==> config.mk <==
export PLATFORM = sky130hd
export DESIGN_NAME = line_buffer_fill
export DESIGN_NICKNAME = d
export VERILOG_FILES = /design/src/rtl/line_buffer_fill_pkg.sv /design/src/rtl/line_buffer_fill_rd_pipe.sv /design/src/rtl/line_buffer_fill.sv
export SDC_FILE = /design/constraint.sdc
export NUM_CORES = 1
export LEC_CHECK = 0
export ABC_AREA = 1
export BUFFER_PORTS_ARGS = -buffer_cell sky130_fd_sc_hd__buf_2
export CORE_ASPECT_RATIO = 0.6
export CORE_MARGIN = 3
export CORE_UTILIZATION = 55
export CTS_BUF_LIST = sky130_fd_sc_hd__clkbuf_16
export DETAILED_ROUTE_END_ITERATION = 8
export PLACE_DENSITY = 0.8
export SYNTH_ARGS = -nofsm -noshare
export SYNTH_HDL_FRONTEND = slang
export SYNTH_SLANG_ARGS = --single-unit
==> constraint.sdc <==
create_clock -name clk_100 -period 3.02 [get_ports clk_100]
set_input_delay 0.151 -clock clk_100 [delete_from_list [all_inputs] [get_ports clk_100]]
set_output_delay 0.151 -clock clk_100 [all_outputs]
set_load 0.005 [all_outputs]
==> src/rtl/line_buffer_fill_pkg.sv <==
// -----------------------------------------------------------------------------
// line_buffer_fill_pkg
// Shared graphics definitions for the line-buffer fill path: pixel width,
// line-buffer half depth, display line width and the fill FSM state encoding
// (also exported on debug_state).
// -----------------------------------------------------------------------------
package line_buffer_fill_pkg;

    localparam int PIX_W         = 12;
    localparam int LB_HALF_DEPTH = 1024;
    localparam int DISP_W        = 640;
    localparam int X_W           = $clog2(LB_HALF_DEPTH);

    typedef enum logic [2:0] {
        IDLE  = 3'd0,
        FETCH = 3'd1,
        DRAIN = 3'd2,
        DONE  = 3'd3
    } lbf_state_e;

endpackage

==> src/rtl/line_buffer_fill_rd_pipe.sv <==
// -----------------------------------------------------------------------------
// lbf_rd_pipe
// Tracks frame-buffer reads in flight: an RD_LAT-deep shift register carrying
// a valid bit and the column of each issued read, so ret_valid/ret_col line
// up with the cycle the read data appears on fb_dout.
// Ports:
//   clk        clock (rising edge)
//   reset_n    synchronous active-low reset
//   flush      discards every read in flight (valid bits cleared)
//   issue      a read is issued this cycle
//   issue_col  column of the issued read
//   ret_valid  read data for ret_col is on fb_dout this cycle
//   ret_col    column of the returning read
// -----------------------------------------------------------------------------
module lbf_rd_pipe #(
    parameter int RD_LAT = 2,
    parameter int COL_W  = 9
) (
    input  logic             clk,
    input  logic             reset_n,
    input  logic             flush,
    input  logic             issue,
    input  logic [COL_W-1:0] issue_col,
    output logic             ret_valid,
    output logic [COL_W-1:0] ret_col
);

    logic [RD_LAT-1:0] vld;
    logic [COL_W-1:0]  col_sr [RD_LAT];

    always_ff @(posedge clk) begin
        if (!reset_n || flush) begin
            vld <= '0;
        end else begin
            vld[0] <= issue;
            for (int unsigned i = 1; i < RD_LAT; i++) begin
                vld[i] <= vld[i-1];
            end
        end
    end

    // Column payload needs no reset: it is only looked at under vld.
    always_ff @(posedge clk) begin
        col_sr[0] <= issue_col;
        for (int unsigned i = 1; i < RD_LAT; i++) begin
            col_sr[i] <= col_sr[i-1];
        end
    end

    assign ret_valid = vld[RD_LAT-1];
    assign ret_col   = col_sr[RD_LAT-1];

endmodule

==> src/rtl/line_buffer_fill.sv <==
// -----------------------------------------------------------------------------
// line_buffer_fill
// Fills one half of a ping-pong line buffer with a 2x horizontally upscaled
// display line per request. Each source row is used for two display lines.
// Ports:
//   clk_100     sole clock
//   reset_n     synchronous active-low reset
//   line_sync   one-cycle pulse per display line (starts a fill when idle)
//   frame_sync  one-cycle pulse per frame (restarts at row 0, aborts a fill)
//   fb_addr/fb_en/fb_dout  frame-buffer read port (data RD_LAT after fb_en)
//   lb_addr/lb_din/lb_we/lb_en  line-buffer write port {half, x}
//   busy        a fill is in progress
//   overrun     sticky: line_sync arrived while busy
//   debug_state current FSM state
// Build option: LBF_OVERRUN_DETECT_EN enables overrun detection; otherwise
// overrun is tied low (port list unchanged).
// -----------------------------------------------------------------------------
module line_buffer_fill
    import line_buffer_fill_pkg::*;
#(
    parameter int SRC_W  = 320,
    parameter int SRC_H  = 240,
    parameter int RD_LAT = 2
) (
    input  logic        clk_100,
    input  logic        reset_n,
    input  logic        line_sync,
    input  logic        frame_sync,
    output logic [17:0] fb_addr,
    output logic        fb_en,
    input  logic [11:0] fb_dout,
    output logic [10:0] lb_addr,
    output logic [15:0] lb_din,
    output logic        lb_we,
    output logic        lb_en,
    output logic        busy,
    output logic        overrun,
    output logic [2:0]  debug_state
);

    localparam int COL_W = $clog2(SRC_W + 1);
    localparam int ND_W  = $clog2(2 * SRC_H + 1);
    localparam logic [COL_W-1:0] COL_LAST   = COL_W'(SRC_W - 1);
    localparam logic [ND_W-1:0]  DISP_LINES = ND_W'(2 * SRC_H);
    localparam logic [X_W-1:0]   X_LAST     = X_W'(2 * SRC_W - 1);
    localparam logic [17:0]      ROW_STEP   = 18'(SRC_W);

    lbf_state_e       state, state_nxt;
    logic [COL_W-1:0] col;
    logic             phase;
    logic [17:0]      rd_addr;
    logic [17:0]      row_base;
    logic [ND_W-1:0]  next_disp;
    logic             wr_half;
    logic             dup_pending;
    logic             line_ok;
    logic             ret_valid;
    logic [COL_W-1:0] ret_col;

    // frame_sync takes precedence over a coincident line_sync.
    assign line_ok = line_sync && !frame_sync && (state == IDLE) &&
                     (next_disp < DISP_LINES);

    assign fb_en       = (state == FETCH) && !phase;
    assign fb_addr     = rd_addr;
    assign busy        = (state != IDLE);
    assign lb_en       = lb_we;
    assign debug_state = state;

    always_comb begin
        state_nxt = state;
        unique case (state)
            IDLE:    if (line_ok) state_nxt = FETCH;
            FETCH:   if (!phase && col == COL_LAST) state_nxt = DRAIN;
            DRAIN:   if (lb_we && lb_addr[X_W-1:0] == X_LAST) state_nxt = DONE;
            DONE:    state_nxt = IDLE;
            default: state_nxt = IDLE;
        endcase
        if (frame_sync) state_nxt = FETCH;
    end

    always_ff @(posedge clk_100) begin
        if (!reset_n) begin
            state     <= IDLE;
            col       <= '0;
            phase     <= 1'b0;
            rd_addr   <= '0;
            row_base  <= '0;
            next_disp <= '0;
            wr_half   <= 1'b0;
        end else begin
            state <= state_nxt;
            if (frame_sync) begin
                col       <= '0;
                phase     <= 1'b0;
                rd_addr   <= '0;
                row_base  <= '0;
                next_disp <= '0;
                wr_half   <= 1'b0;
            end else begin
                unique case (state)
                    IDLE: begin
                        if (line_ok) begin
                            col     <= '0;
                            phase   <= 1'b0;
                            rd_addr <= row_base;
                        end
                    end
                    FETCH: begin
                        // Reads go out on even phases; rd_addr tracks row_base + col.
                        phase <= ~phase;
                        if (!phase) begin
                            col     <= col + 1'b1;
                            rd_addr <= rd_addr + 18'd1;
                        end
                    end
                    DONE: begin
                        wr_half   <= ~wr_half;
                        next_disp <= next_disp + 1'b1;
                        // Odd display line finished: advance to the next source row.
                        if (next_disp[0]) row_base <= row_base + ROW_STEP;
                    end
                    default: ;
                endcase
            end
        end
    end

    lbf_rd_pipe #(
        .RD_LAT (RD_LAT),
        .COL_W  (COL_W)
    ) u_rd_pipe (
        .clk       (clk_100),
        .reset_n   (reset_n),
        .flush     (frame_sync),
        .issue     (fb_en),
        .issue_col (col),
        .ret_valid (ret_valid),
        .ret_col   (ret_col)
    );

    // Each returned pixel is written at x = 2*col, then held for x = 2*col+1.
    always_ff @(posedge clk_100) begin
        if (!reset_n) begin
            lb_we       <= 1'b0;
            lb_addr     <= '0;
            lb_din      <= '0;
            dup_pending <= 1'b0;
        end else if (frame_sync) begin
            lb_we       <= 1'b0;
            dup_pending <= 1'b0;
        end else if (ret_valid) begin
            lb_we       <= 1'b1;
            lb_addr     <= {wr_half, X_W'({ret_col, 1'b0})};
            lb_din      <= {4'b0000, fb_dout};
            dup_pending <= 1'b1;
        end else if (dup_pending) begin
            lb_addr[0]  <= 1'b1;
            dup_pending <= 1'b0;
        end else begin
            lb_we <= 1'b0;
        end
    end

`ifdef LBF_OVERRUN_DETECT_EN
    always_ff @(posedge clk_100) begin
        if (!reset_n) begin
            overrun <= 1'b0;
        end else if (line_sync && !frame_sync && busy) begin
            overrun <= 1'b1;
        end
    end
`else
    assign overrun = 1'b0;
`endif

endmodule

==> impl_metrics.toml, run 1 <==
[sta]
hold_violations = 0
period_share_pct = 71.9
fin_crit_ns = 2.17
max_freq_mhz = 461
slew_headroom_pct = 52.6
fin_setup_tns_ns = 0
setup_violations = 0
rsz0062_at_grt = "no"
fin_skew_ns = 0.00638
worst_pin_slew_ns = 0.711
drv_slew = 0

[yosys]
synth_area_leader_cell = "dfxtp_1"
synth_ff_type = "dfxtp_1"
synth_area_leaders = "dfxtp_1 (46%), nand2_1 (12%), inv_1 (6.5%), nor2_1 (5.4%), a21oi_1 (4.8%)"
yosysSeqAreaShare_pct = 46.1
syn_inst = 574
syn_area_per_cell_um2 = 7.34
yosysUniqueCellTypes = 35
ys.warnings.count = 0
synth.most_common_cell = "nand2_1"
async_reset_ff_share_pct = 0
yosysTopAreaCellShare_pct = 46.1
synth_edf_count = 0
ys_seq_elements = 97
synth_common_cells = "nand2_1 (134), dfxtp_1 (97), inv_1 (73), nor2_1 (61)"
netlist_area_um2 = 4210

[worst_setup_path]
arrival_ns = 2.44
worst_ep_required_time_ns = 3.29
startpoint = "debug_state[1]"
worstReg2RegStart = "debug_state[1]"
start_kind = "register"
crit_path_end_kind = "register"
critPathKind = "register to register"
worstPathMaxFanout = 12

[floorplanning]
io_pins = 69
die_h_um = 73.8
die_w_um = 119
die_area_um2 = 8780
start_util_pct = 57.3
num_rows = 24
core_um2 = 7360

[global_route]
grt-ovfl-total = 0
grt_pass1_vias = 3521
grt_max_degree = 34
grtUsageTotal_pct = 23.5
antenna_found_initial = 0
met1_usage_pct = 32.5
met3_usage_pct = 6.46
grt_pass1_wl_um = 16500
use_met2_pct = 35.4
grt-busiest-layer = "met2"

[finish]
fin_nets = 662
design_area_um2 = 4910
num-fill-cells = 626
diodes = 0
syn_to_final_growth_pct = 16.5
final_util_pct = 66.7
drive_above_1_share_pct = 17.6

[cts]
ctsLongestPathBuffers = 2
h-tree-depth = 3
clkLatencyLatePin_ns = 0.34
tritoncts = "done"
cts_resized = 0
cts_buffers = 9
clk_pin_slew_ns = 0.07
clockRootBuffer = "clkbuf_16"
clock-sinks = 97

[routing]
drt_wl_total_um = 9910
drc = 0
via_per_inst = 5.18
wire_per_inst_um = 13.3
drt_iter0_markers = 361
dr.pass1.iters = 5
ant_nets = 0
num_vias = 3866

[power]
ir_drop_mv = 0.351
power_leakage_uw = 0.00192
p_per_area_nw_per_um2 = 544

[status]
status = "finished clean"

[run]
max_cap_violations = 0

[place]
post_dp_cell_area_um2 = 4570
place_congestion = 0.899
post-dp-hpwl_um = 6910
port_buffers = 62

[min_path]
min_from = "fb_dout[3]"
hp-class = "input pin to register"
worst max-delay path: stages, from the launching register on:
cell     delay [ns]
dfxtp_1        0.34
inv_1          0.11
ha_1           0.29
nand2_1        0.09
nor2_2         0.09
o21ai_2        0.08
nand2_1        0.33
nand2_1        0.29
a21oi_1        0.23
nand2_1        0.10
a21oi_1        0.13
path summary, 6_finish.rpt:
check / cells after the start / to / slack, ns
min: 3 / lb_din[3] / 0.02
min reg2reg: 0 / u_rd_pipe.col_sr[1][8] / 0.33
max reg2reg: 10 / fb_addr[3] / 0.85
max: 10 / fb_addr[3] / 0.85
state kept, by name, indices dropped and copies added, names as in the netlist:
register,count
fb_addr,18
col,9
dup_pending,1
row_base,12
wr_half,1
phase,1
debug_state,2
u_rd_pipe.vld,2
u_rd_pipe.col_sr,18
next_disp,9
lb_addr,11
lb_din,12
lb_en,1
cell families (layout without fill, tap and decap cells):
family                   count (synthesis)  in the layout  synth area share [%]
flip-flops                              97             97                  46.1
AND/OR/NAND/NOR                        262            262                  26.8
XOR/XNOR                                 2              2                 0.416
AO/OA/AOI/OAI                          104            104                  14.0
buffers and inverters                  100            164                  10.3
other                                    1              6                0.0890
adder cells (fa/ha/maj)                  8              8                  2.38
power by group:
group | leakage [uW] | internal, uW | switching (uW)
clock | 0.000142 | 583 | 522
sequential | 0.000782 | 1290 | 16.8
combinational | 0.000992 | 80.7 | 174
total | 0.00192 | 1960 | 714
timing repair:
action / 4_1_cts / 5_1_grt
buffers inserted: 0 / 0
hold buffers: 5 / 0
hold endpoints to repair: 5 / 0
placed cells by master (no fill, tap or decap), drive strengths merged, types with 3 or more instances in the layout:
cell type and count:
nand2 139, dfxtp 97, inv 81, nor2 68, buf 67, o21ai 48
a21oi 46, nand3 29, nand4 11, nor3 10, clkbuf 9, ha 8
conb 6, dlygate4sd3 5, o21a 4, or2 3, o22ai 3
metrics by stage:
stage / power (uW) / setup WS [ns] / std cells / hold WS, ns
floorplan: 1520 / 1.52 / 579 / 0.264
global placement: 1580 / 1.02 / 726 / 0.311
detailed placement: 1580 / 0.986 / 726 / 0.313
CTS: 2690 / 0.899 / 747 / 0.00886
global route: 2780 / 0.608 / 747 / 0.0119
finish: 2670 / 0.849 / 747 / 0.0222
per-layer routing:
layer,part of all wire (%),wire [um]
met1,48,4740
met2,42,4140
met3,9.4,933
met5,0,0
met4,1.0,102
cell type report:
| type | count | area, um2 | share of cell area, % |
|---|---|---|---|
| Clock buffer | 9 | 225 | 4.59 |
| Clock inverter | 7 | 67.6 | 1.38 |
| Inverter | 76 | 288 | 5.86 |
| Multi-Input combinational cell | 382 | 1860 | 37.9 |
| Sequential cell | 97 | 1940 | 39.6 |
| Tap cell | 104 | 130 | 2.65 |
| Timing Repair Buffer | 72 | 398 | 8.11 |
No activity file was read; power rests on OpenSTA's default activity.
==> run 2, diff against run 1 <==
==> constraint.sdc (replaced) <==
create_clock -name clk_100 -period 2 [get_ports clk_100]
set_input_delay 0.1 -clock clk_100 [delete_from_list [all_inputs] [get_ports clk_100]]
set_output_delay 0.1 -clock clk_100 [all_outputs]
set_load 0.005 [all_outputs]
==> impl_metrics.toml, run 2 (synthesized netlist as in run 1, its figures left out) <==
[place]
post-dp-hpwl_um = 7240
place_congestion = 0.896
placed_cells = 732
port_buffers = 62

[worst_setup_path]
path_cells = "inv_1, ha_1, inv_2, buf_4, nor2_1, buf_4, buf_2"
startpoint = "debug_state[1]"
ff2ff_setup_slack_ns = 0.15
critPathSlowestCell = "dfxtp_1"
worst-path-buf-inv = 5
cp_num_cells = 7
worstPathMaxFanout = 10
crit_path_end_kind = "output port"
arrival_ns = 1.77
critPathKind = "register to output port"
worstReg2RegStart = "debug_state[0]"
start_kind = "register"
worst_ep_required_time_ns = 1.90
max_stage_delay_ns = 0.34
r2r_cells = 11
cp_top_family = "buffers and inverters"
crit_top_cell = "buf_4"

[global_route]
grt_pass1_vias = 3484
antenna_found_initial = 0
grtUsageTotal_pct = 24.4
grt_pass1_wl_um = 16900
grt-ovfl-total = 0
grt_max_degree = 24

[floorplanning]
die_area_um2 = 8780
core_um2 = 7360
num_rows = 24
die_w_um = 119
io_pins = 69
start_util_pct = 57.3
die_h_um = 73.8

[run]
max_cap_violations = 0

[routing]
drt_iter0_markers = 413
ant_nets = 0
via_per_inst = 5.22
wire_per_inst_um = 13.6
drt_wl_total_um = 10400
dr.pass1.iters = 6
num_vias = 3983
drc = 0

[power]
p_per_area_nw_per_um2 = 830
ir_drop_mv = 0.623
power_leakage_uw = 0.00201

[sta]
hold_violations = 0
fin_setup_tns_ns = 0
setup_violations = 0
max_freq_mhz = 535
fin_skew_ns = 0.00826
period_share_pct = 93.5
rsz0062_at_grt = "no"
fin_crit_ns = 1.87
drv_slew = 0

[cts]
clk_pin_slew_ns = 0.06
clockRootBuffer = "clkbuf_16"
clkLatencyLatePin_ns = 0.34
cts_resized = 0
clock-sinks = 97
h-tree-depth = 3
tritoncts = "done"
cts_buffers = 9
ctsLongestPathBuffers = 2

[finish]
syn_to_final_growth_pct = 20.7
fin_nets = 680
num-fill-cells = 584
diodes = 0
drive_above_1_share_pct = 18.5
final_cells = 763
layout_common_cells = "nand2_1 (134), dfxtp_1 (97), inv_1 (73)"
final_common_cell = "nand2_1"

[status]
status = "finished clean"

[min_path]
min_from = "reset_n"
holdPathStages = 3
hp-class = "input pin to register"
run 2: timing repair:
action,4_1_cts,5_1_grt
hold endpoints to repair,12,0
hold buffers,12,0
endpoints found under the setup margin,0,1
buffers inserted,0,5
run 2: report_power, final:
part | switching [uW] | internal (uW) | total [uW]
Combinational | 278 | 177 | 455
Clock | 704 | 1080 | 1790
Sequential | 24.7 | 1950 | 1980
run 2: final timing paths:
| path | end |
|---|---|
| setup / recovery | fb_en |
| hold / removal | debug_state[0] |
| setup reg to reg | fb_addr[17] |
| hold reg to reg | u_rd_pipe.col_sr[1][3] |
run 2: tightest hold or removal path: stages:
cell and delay, ns:
buf_2 0.14, nand2_1 0.09, nor2_1 0.05
run 2: layout make-up:
cell class	count	area, um2	area share, %
clock buffer	9	225	4.43
clock inverter	5	81.3	1.60
inverter	76	288	5.66
multi-input combinational	382	1860	36.5
sequential	97	1940	38.2
tap	104	130	2.56
timing repair buffer	90	563	11.1
run 2: per-layer routing:
layer  global-route usage (%)  vias to the layer above  wire [um]
met5                        0                        -          0
met4                     7.19                        0        165
met3                     6.69                       19        843
met2                     37.7                      169       4410
met1                     33.5                     1813       4940
li1                         -                     1982          -
run 2: stage by stage:
step                utilization (%)  hold WS, ns  power [uW]  setup WS [ns]  cell area [um2]
floorplan                         -        0.213        2300          0.499             4230
global placement               62.7        0.300        2400          0.351             4610
detailed placement             62.7        0.306        2410          0.238             4610
CTS                            68.5       0.0599        4200          0.142             5040
global route                   69.1       0.0635        4360         0.0197             5090
finish                         69.1       0.0781        4220          0.130             5090
==> run 3, diff against run 2 <==
--- a/config.mk
+++ b/config.mk
@@ -5,14 +5,14 @@
 export SDC_FILE = /design/constraint.sdc
 export NUM_CORES = 1
 export LEC_CHECK = 0
-export ABC_AREA = 1
+export ABC_AREA = 0
 export BUFFER_PORTS_ARGS = -buffer_cell sky130_fd_sc_hd__buf_2
 export CORE_ASPECT_RATIO = 0.6
 export CORE_MARGIN = 3
 export CORE_UTILIZATION = 55
 export CTS_BUF_LIST = sky130_fd_sc_hd__clkbuf_16
 export DETAILED_ROUTE_END_ITERATION = 8
-export PLACE_DENSITY = 0.8
+export PLACE_DENSITY = 0.81
 export SYNTH_ARGS = -nofsm -noshare
 export SYNTH_HDL_FRONTEND = slang
 export SYNTH_SLANG_ARGS = --single-unit
==> impl_metrics.toml, run 3 <==
[yosys]
async_reset_ff_share_pct = 0
synth_area_leaders = "dfxtp_1 (49%), a22o_1 (5.6%), nor2_1 (4.4%), a21oi_1 (3.7%), o21ai_0 (2.7%)"
yosysUniqueCellTypes = 54
synth_common_cells = "dfxtp_1 (97), nor2_1 (46), a21oi_1 (29), nand2_1 (26), a22o_1 (25)"
yosysTopAreaCellShare_pct = 49.3
yosysSeqAreaShare_pct = 49.3
ys.warnings.count = 0
ys_seq_elements = 97
syn_inst = 421
syn_area_per_cell_um2 = 9.36
netlist_area_um2 = 3940
synth_edf_count = 0
synth_area_leader_cell = "dfxtp_1"
synth.most_common_cell = "dfxtp_1"
synth_ff_type = "dfxtp_1"

[routing]
drt_wl_total_um = 9790
wire_per_inst_um = 16.2
num_vias = 3568
dr.pass1.iters = 5
drt_iter0_markers = 292
via_per_inst = 5.92
drc = 0
ant_nets = 0

[worst_setup_path]
worst_ep_required_time_ns = 2.24
crit_path_end_kind = "register"
r2r_cells = 9
ff2ff_setup_slack_ns = 0.12
r2r-end = "fb_addr[12]"
start_kind = "register"
worstReg2RegStart = "debug_state[1]"
critPathKind = "register to register"
worstPathMaxFanout = 7
arrival_ns = 2.12

[min_path]
whs_endpoint = "debug_state[0]"
hp-class = "input pin to register"
min_from = "reset_n"
holdPathStages = 3

[sta]
setup_violations = 0
drv_slew = 0
rsz0062_at_grt = "no"
fin_crit_ns = 1.88
hold_violations = 0
slew_headroom_pct = 41.5
max_freq_mhz = 533
fin_skew_ns = 0.00766
worst_pin_slew_ns = 0.877
period_share_pct = 93.9

[finish]
layout_common_cells = "dfxtp_1 (97), buf_2 (62), nor2_1 (46)"
drive_above_1_share_pct = 22.9
multi_input_area_um2 = 1840
design_area_um2 = 4870
syn_to_final_growth_pct = 23.7
fin_nets = 535
regArea_um2 = 1940
num-fill-cells = 527
diodes = 0
final_util_pct = 71.4
final_common_cell = "dfxtp_1"

[cts]
clockRootBuffer = "clkbuf_16"
tritoncts = "done"
h-tree-depth = 3
ctsLongestPathBuffers = 2
cts_buffers = 9
clock-sinks = 97
clk_pin_slew_ns = 0.07
clkLatencyLatePin_ns = 0.35

[floorplanning]
core_um2 = 6820
start_util_pct = 57.8
die_h_um = 71.6
die_w_um = 115
die_area_um2 = 8250
num_rows = 23
io_pins = 69

[run]
max_cap_violations = 0

[global_route]
grt_pass1_wl_um = 16200
grt-ovfl-total = 0
grtUsageTotal_pct = 25.0
antenna_found_initial = 0
grt_max_degree = 38
grt_pass1_vias = 3213

[power]
power_switching_uw = 1000
power_leakage_uw = 0.00199
internal_power_uw = 3070
comb_power_share_pct = 10.0
swShare_pct = 24.6
p_per_area_nw_per_um2 = 837
ir_drop_mv = 0.572
seqPwrFrac_pct = 48.2
p_clk_share_pct = 41.8

[place]
post-dp-hpwl_um = 6700
place_congestion = 0.906
post_dp_cell_area_um2 = 4390
port_buffers = 62

[status]
status = "finished clean"
## run 3: cell types whose count changed in the layout (fill, tap and decap cells not counted), sizes merged, moves of 6 or more
| cell | change |
|---|---|
| a21oi | -17 |
| o21ai | -27 |
| xor2 | +9 |
| nand3 | -10 |
| a311oi | +9 |
| nand2 | -113 |
| nor2 | -21 |
| inv | -67 |
| xnor2 | +6 |
| a22o | +25 |
| and3 | +9 |
| buf | +12 |
| or3 | +6 |
## run 3: per-layer routing
metal  vias up  global-route usage (%)  part of all wire [%]
met4         0                    7.68                   1.2
li1       1697                       -                     -
met1      1671                    36.7                    48
met5         -                       0                     0
met3        14                    7.59                   8.4
met2       186                    35.2                    42
## run 3: logic make-up after synthesis
logic type | share of synthesized area (%)
other cells | 0.0952
fa+ha+maj | 2.54
flops | 49.3
mux | 0.254
buf+inv | 4.92
xor+xnor | 3.78
compound gates | 20.0
simple gates | 19.1
## run 3: worst max-delay path by stage
| stage | slack [ns] | cells past startpoint | to | startpoint |
|---|---|---|---|---|
| floorplan | 0.34 | 6 | fb_addr[12] | fb_addr[0] |
| global placement | 0.21 | 6 | fb_addr[12] | fb_addr[1] |
| detailed placement | -0.009 | 6 | col[8] | debug_state[0] |
| CTS | 0.02 | 6 | fb_addr[12] | fb_addr[1] |
| global route | 0.005 | 6 | fb_addr[12] | fb_addr[1] |
| finish | 0.12 | 9 | fb_addr[12] | debug_state[1] |
## run 3: critical path: stages (launching register included)
cell	delay, ns
dfxtp_1	0.41
inv_1	0.10
ha_1	0.25
buf_4	0.18
nor2b_1	0.13
nor2_1	0.05
nor2_1	0.13
buf_4	0.17
o21ai_0	0.09
a32o_1	0.26
## run 3: metrics by stage
stage	power (uW)	worst slack (ns)	hold slack (ns)	TNS, ns	instances
after global routing	4220	0.00453	0.0775	0	603
after global placement	2360	0.207	0.310	0	568
final	4080	0.122	0.0886	0	603
after floorplan	2250	0.344	0.226	0	426
after detailed placement	2370	-0.00852	0.312	-0.00852	568
after CTS	4090	0.0226	0.0731	0	600
## run 3: area by class of cell
cell class / count / share of cell area [%]
clock buffer: 9 / 4.62
multi-input combinational: 291 / 37.7
sequential: 97 / 39.9
inverter: 10 / 0.770
timing repair buffer: 102 / 13.4
clock inverter: 7 / 1.44
tap: 87 / 2.23
## run 3: power groups by stage
| stage | clock, uW | sequential [uW] | combinational, uW |
|---|---|---|---|
| after floorplan | 0 | 2010 | 241 |
| after global routing | 1810 | 1970 | 445 |
| after CTS | 1730 | 1970 | 396 |
| final | 1710 | 1970 | 407 |
| after detailed placement | 0 | 2010 | 361 |
| after global placement | 0 | 2010 | 351 |
## run 3: what timing repair did
item                                    CTS  global route
hold buffers                             12             0
pin swaps                                 1             1
endpoints found under the hold margin    12             0
gates resized for setup                   0             3
buffers inserted                          4             3
endpoints found under the setup margin    1             4
